File: src/rtl/ahb_lite_master.sv
// ahb_lite_master: command/stream front end to pipelined AHB-Lite SINGLE/INCR bursts with BUSY, wait states and ERROR cancel.
// Optional HREADY-low watchdog enabled by defining AHB_MASTER_TIMEOUT_EN.
module ahb_lite_master #(
    parameter int ADDR_W      = 32,
    parameter int DATA_W      = 32,
    parameter int TIMEOUT_CYC = 255
) (
    input  logic              clk_i,
    input  logic              rst_i,
    input  logic              cmd_valid_i,
    output logic              cmd_ready_o,
    input  logic [ADDR_W-1:0] cmd_addr_i,
    input  logic              cmd_write_i,
    input  logic [2:0]        cmd_size_i,
    input  logic [4:0]        cmd_len_i,
    input  logic              wr_valid_i,
    input  logic [DATA_W-1:0] wr_data_i,
    output logic              wr_ready_o,
    output logic              rd_valid_o,
    output logic [DATA_W-1:0] rd_data_o,
    output logic              rd_last_o,
    output logic              done_o,
    output logic              err_o,
    output logic              timeout_o,
    output logic [ADDR_W-1:0] HADDR,
    output logic [1:0]        HTRANS,
    output logic              HWRITE,
    output logic [2:0]        HSIZE,
    output logic [2:0]        HBURST,
    output logic [DATA_W-1:0] HWDATA,
    input  logic [DATA_W-1:0] HRDATA,
    input  logic              HREADY,
    input  logic [1:0]        HRESP
);
`ifdef AHB_MASTER_TIMEOUT_EN
    localparam bit TO_EN = 1'b1;
`else
    localparam bit TO_EN = 1'b0;
`endif
    localparam int TW = ($clog2(TIMEOUT_CYC + 1) > 8) ? $clog2(TIMEOUT_CYC + 1) : 8;
    localparam logic [1:0] T_IDLE = 2'b00, T_BUSY = 2'b01, T_NSEQ = 2'b10, T_SEQ = 2'b11;

    typedef enum logic [2:0] {IDLE, ADDR, BURST, LAST_DATA, ERR1, ERR2} state_t;

    state_t            state, state_n;
    logic [ADDR_W-1:0] haddr_n, step;
    logic [1:0]        htrans_n;
    logic              hwrite_n;
    logic [2:0]        hsize_n, hburst_n, csize;
    logic [DATA_W-1:0] hwdata_n, wbuf, wbuf_n, rd_data_n;
    logic [4:0]        clen;
    logic [10:0]       span;
    logic [3:0]        cnt, cnt_n;
    logic [TW-1:0]     wd, wd_n;
    logic              dp, dp_n, wr_take, accept, busy;
    logic              rd_valid_n, rd_last_n, done_n, err_n, timeout_n;

    assign cmd_ready_o = (state == IDLE) && !rst_i;
    assign wr_ready_o  = wr_take && !rst_i;
    assign accept      = cmd_valid_i && cmd_ready_o;
    assign csize       = (cmd_size_i > 3'd2) ? 3'd2 : cmd_size_i;
    assign clen        = (cmd_len_i == 5'd0) ? 5'd1 : (cmd_len_i > 5'd16) ? 5'd16 : cmd_len_i;
    assign span        = {1'b0, cmd_addr_i[9:0]} + (11'(clen) << csize);
    assign step        = ADDR_W'(1) << HSIZE;
    assign busy        = (state == BURST) || (state == LAST_DATA) || (state == ERR2);

    always_comb begin
        state_n    = state;
        haddr_n    = HADDR;
        htrans_n   = HTRANS;
        hwrite_n   = HWRITE;
        hsize_n    = HSIZE;
        hburst_n   = HBURST;
        hwdata_n   = HWDATA;
        wbuf_n     = wbuf;
        cnt_n      = cnt;
        dp_n       = dp;
        rd_valid_n = 1'b0;
        rd_last_n  = 1'b0;
        rd_data_n  = rd_data_o;
        done_n     = 1'b0;
        err_n      = 1'b0;
        timeout_n  = 1'b0;
        wr_take    = 1'b0;
        wd_n       = (TO_EN && busy && !HREADY) ? wd + TW'(1) : '0;
        case (state)
            IDLE: if (accept) begin
                if (span > 11'd1024) begin
                    done_n = 1'b1;
                    err_n  = 1'b1;
                end else begin
                    haddr_n  = cmd_addr_i;
                    hwrite_n = cmd_write_i;
                    hsize_n  = csize;
                    hburst_n = (clen == 5'd1) ? 3'b000 : (clen == 5'd4) ? 3'b011 :
                               (clen == 5'd8) ? 3'b101 : (clen == 5'd16) ? 3'b111 : 3'b001;
                    cnt_n    = 4'(clen - 5'd1);
                    dp_n     = 1'b0;
                    if (!cmd_write_i || wr_valid_i) begin
                        htrans_n = T_NSEQ;
                        wr_take  = cmd_write_i;
                        state_n  = BURST;
                    end else begin
                        state_n = ADDR;
                    end
                end
            end
            ADDR: if (wr_valid_i) begin
                htrans_n = T_NSEQ;
                wr_take  = 1'b1;
                state_n  = BURST;
            end
            BURST, LAST_DATA: begin
                if (dp && HRESP == 2'b01 && !HREADY) begin
                    htrans_n = T_IDLE;
                    state_n  = ERR1;
                end else if (HREADY) begin
                    dp_n = HTRANS[1];
                    if (dp && !HWRITE && HRESP == 2'b00) begin
                        rd_valid_n = 1'b1;
                        rd_data_n  = HRDATA;
                        rd_last_n  = (state == LAST_DATA);
                    end
                    if (state == LAST_DATA) begin
                        done_n  = 1'b1;
                        state_n = IDLE;
                    end else if (HTRANS[1]) begin
                        hwdata_n = wbuf;
                        if (cnt == 4'd0) begin
                            htrans_n = T_IDLE;
                            state_n  = LAST_DATA;
                        end else begin
                            haddr_n = HADDR + step;
                            if (!HWRITE || wr_valid_i) begin
                                htrans_n = T_SEQ;
                                cnt_n    = cnt - 4'd1;
                                wr_take  = HWRITE;
                            end else begin
                                htrans_n = T_BUSY;
                            end
                        end
                    end else if (wr_valid_i) begin
                        htrans_n = T_SEQ;
                        cnt_n    = cnt - 4'd1;
                        wr_take  = 1'b1;
                    end
                end
            end
            ERR1: state_n = ERR2;
            ERR2: if (HREADY) begin
                done_n  = 1'b1;
                err_n   = 1'b1;
                state_n = IDLE;
            end
            default: state_n = IDLE;
        endcase
        // Watchdog overrides everything, including a pending ERROR sequence
        if (TO_EN && busy && !HREADY && wd == TW'(TIMEOUT_CYC - 1)) begin
            htrans_n   = T_IDLE;
            state_n    = IDLE;
            done_n     = 1'b1;
            err_n      = 1'b1;
            timeout_n  = 1'b1;
            rd_valid_n = 1'b0;
            rd_last_n  = 1'b0;
            wr_take    = 1'b0;
            wd_n       = '0;
        end
        if (wr_take) wbuf_n = wr_data_i;
    end

    always_ff @(posedge clk_i) begin
        if (rst_i) begin
            state      <= IDLE;
            HADDR      <= '0;
            HTRANS     <= T_IDLE;
            HWRITE     <= 1'b0;
            HSIZE      <= '0;
            HBURST     <= '0;
            HWDATA     <= '0;
            wbuf       <= '0;
            cnt        <= '0;
            dp         <= 1'b0;
            wd         <= '0;
            rd_valid_o <= 1'b0;
            rd_last_o  <= 1'b0;
            rd_data_o  <= '0;
            done_o     <= 1'b0;
            err_o      <= 1'b0;
            timeout_o  <= 1'b0;
        end else begin
            state      <= state_n;
            HADDR      <= haddr_n;
            HTRANS     <= htrans_n;
            HWRITE     <= hwrite_n;
            HSIZE      <= hsize_n;
            HBURST     <= hburst_n;
            HWDATA     <= hwdata_n;
            wbuf       <= wbuf_n;
            cnt        <= cnt_n;
            dp         <= dp_n;
            wd         <= wd_n;
            rd_valid_o <= rd_valid_n;
            rd_last_o  <= rd_last_n;
            rd_data_o  <= rd_data_n;
            done_o     <= done_n;
            err_o      <= err_n;
            timeout_o  <= timeout_n;
        end
    end
endmodule
File: config.mk
export PLATFORM = sky130hd
export DESIGN_NAME = ahb_lite_master
export DESIGN_NICKNAME = d
export VERILOG_FILES = /design/src/rtl/ahb_lite_master.sv
export SDC_FILE = /design/constraint.sdc
export NUM_CORES = 1
export LEC_CHECK = 0
export ABC_CLOCK_PERIOD_IN_PS = 9600
export CORE_AREA = 2 2 166 103
export DETAILED_ROUTE_END_ITERATION = 10
export DIE_AREA = 0 0 168 105
export GPL_TIMING_DRIVEN = 1
export PLACE_DENSITY = 0.8
export SETUP_SLACK_MARGIN = 0.15
export SLEW_MARGIN = 5
export SYNTH_ARGS = -nofsm -noshare
export SYNTH_HDL_FRONTEND = slang
export SYNTH_SLANG_ARGS = --single-unit
File: constraint.sdc
create_clock -name clk_i -period 9.6 [get_ports clk_i]
set_input_delay 2.88 -clock clk_i [delete_from_list [all_inputs] [get_ports clk_i]]
set_output_delay 2.88 -clock clk_i [all_outputs]
set_load 0.01 [all_outputs]
==> qor.yml <==
outcome:
  outcome: "completed"
synthesis:
  ys_seq_elements: 149
  synth_ff_type: "dfxtp_1"
  syn_area_um2: 7640
  synthTopCellsByArea: "dfxtp_1 39%, nand2_1 12%, a21oi_1 5.9%, mux2i_1 4.8%, ha_1 3.1%"
  ys_seq_area_share_pct: 39.0
  syn_avg_cell_area_um2: 7.83
  ys_types: 71
  syn_inst: 976
  synthArstFlopShare_pct: 0
  synth_top_area_share_pct: 39.0
  synth_enable_flop_cells: 0
  synth_top_cell_by_area: "dfxtp_1"
  yosys_warnings: 0
sta:
  setup_ws_ps: 271
  hold_viol_final: 0
  max_freq_ghz: 0.107
  skew_ps: 16.7
  slew_viol_final: 0
  finalCritPeriodShare_pct: 97.2
  rsz0062_at_grt: "false"
  slew-limit-headroom_pct: 36.9
  setup-tns-final_ps: 0
  finalCriticalPeriod_ps: 9330
  finalSetupViolCount: 0
  tightest_slew_ps: 947
  holdWs_ps: 451
cells_and_area:
  area_growth_pct: 40.3
  fin_cells: 1402
  final_core_util_pct: 67.0
  design_area_um2: 10700
  finalNetCount: 1313
  diodes: 0
  drive_above_1_share_pct: 7.54
power:
  pwr_density_cell_nw_per_um2: 159
  p_total_mw: 1.71
  p_leak_nw: 3.94
  peakVddDrop_v: 0.0000919
routing:
  viasPerCell: 5.60
  wl_met2_um: 10200
  drt-total-wl_um: 23600
  vias: 7845
  wl_met1_um: 11100
  avgRoutedWirePerCell_um: 16.8
  top_layer: "met4"
  drtAntennaViolNets: 0
  drcViolationCount: 0
  met3_length_um: 1990
  drt_iter0_drc: 656
  dr.pass1.iters: 6
cts:
  clock_path_buffers: 2
  clkSlewWorstSetupHoldPaths_ps: 60
  cts_tree: "yes"
  cts_made_buffers: 17
  cts_max_level: 4
  clockRootBuffer: "clkbuf_16"
  clock_sinks: 149
  clk_latency_ps: 420
placement:
  io_buffers: 222
  dp_slack_ps: -443
  hpwl_um: 16400
  globalplace.congestion: 0.881
  dp_cells: 1366
  dpl_cell_area_um2: 10000
flow_run:
  drv_cap: 0
global_routing:
  grt_pass1_wl_um: 37500
  antenna_found_initial: 0
  gr-total-overflow: 0
  grt_max_degree: 84
  grt_pass1_vias: 7224
  track_usage_pct: 26.2
floorplan:
  initial_core_util_pct: 47.8
  fp.dieArea_um2: 17600
  die_w_um: 168
  die_h_um: 105
  pin_count: 224
  core_area_um2: 16000
  rows: 36
worst_setup_path:
  setup.worst_path.start: "cmd_len_i[1]"
  worstSetupPathType: "input port to output port"
  path_max_fanout: 3
  crit_arrival_ps: 6450
  worstPathRequired_ps: 6720
  critPathCaptureType: "output port"
  crit_path_start_kind: "input port"
  r2r_start: "HSIZE[0]"
worst_hold_path:
  hp-class: "register to register"
  min_from: "wbuf[24]"
## kinds of logic (layout without fill, tap and decap cells)
group	count (synthesis)	after routing	synth area share [%]
AO/OA/AOI/OAI	252	252	21.8
XOR/XNOR	7	7	0.901
adder cells (fa/ha/maj)	21	21	3.64
buffers and inverters	102	316	6.03
flip-flops	149	149	39.0
multiplexers	37	37	4.85
other	1	4	0.0491
AND/OR/NAND/NOR	407	407	23.7
## final cells by class
| class | count | area (um2) |
|---|---|---|
| clock buffers | 18 | 439 |
| clock inverters | 14 | 184 |
| well taps | 209 | 262 |
| flip-flops and latches | 149 | 2980 |
| repair buffers | 255 | 2460 |
| fillers | 1377 | 5270 |
| multi-input cells | 728 | 4280 |
| inverters | 29 | 109 |
## where the power goes
group,total (mW),switching (mW),internal [mW]
Clock,0.700,0.296,0.404
Combinational,0.329,0.168,0.160
Sequential,0.679,0.0316,0.647
Total,1.71,0.496,1.21
## cell usage in the layout, fill, tap and decap left out, types with 7 or more instances in the layout
master / n
a311oi_1: 7
inv_1: 28
clkdlybuf4s50_1: 220
nor2_1: 47
o21ai_0: 28
a21oi_1: 85
nor3_1: 17
a211oi_1: 12
nand4_1: 12
nor2b_1: 7
buf_4: 34
and3_1: 10
nand3_1: 18
o22ai_1: 14
o21ai_1: 8
dfxtp_1: 149
ha_1: 19
a221oi_1: 15
clkbuf_16: 17
mux2i_1: 37
nand2_1: 250
a21o_1: 8
## flip-flops by register name (all words and copies together) (netlist names)
name        count
HADDR          32
HBURST          3
HSIZE           3
HTRANS          2
HWDATA         32
HWRITE          1
cnt             4
done_o          1
dp              1
err_o           1
rd_data_o      32
rd_last_o       1
rd_valid_o      1
state           3
wbuf           32
## worst max-delay path, cell delays in order
cell and delay (ps):
clkdlybuf4s50_1 420, or3_4 420, a21oi_4 180, and2_1 150, ha_1 170, inv_1 70, fa_2 360, xnor2_1 160
a2111oi_2 390, o221ai_1 210, nand4b_4 220, a211o_1 360, a21boi_4 180, and2_1 130, buf_2 150
## path summary, 6_finish.rpt
kind,endpoint,slack (ps),depth (start not counted)
setup / recovery,wr_ready_o,270,15
hold / removal,HWDATA[24],450,2
setup reg to reg,HADDR[20],6000,9
hold reg to reg,HWDATA[24],450,2
## synthesized netlist by cell type (15+ instances only)
library cell / number
a221oi_1: 15
o21ai_0: 28
ha_1: 19
a21oi_1: 90
clkbuf_1: 55
inv_1: 29
mux2i_1: 37
nand3_1: 18
nor3_1: 17
dfxtp_1: 149
nand2_1: 250
nor2_1: 49
## metal layers
layer,global-route usage [%],vias to the layer above
li1,-,3855
met1,37.7,3616
met2,39.5,357
met3,5.95,17
met4,6.46,0
met5,0,-
## what timing repair did
action	CTS	global route
endpoints found under the hold margin	0	0
gates resized for setup	8	7
hold buffers	0	0
setup buffers	2	2
pin swaps	4	5
setup endpoints to repair	1	1
Power figures use the tool's default switching activity.
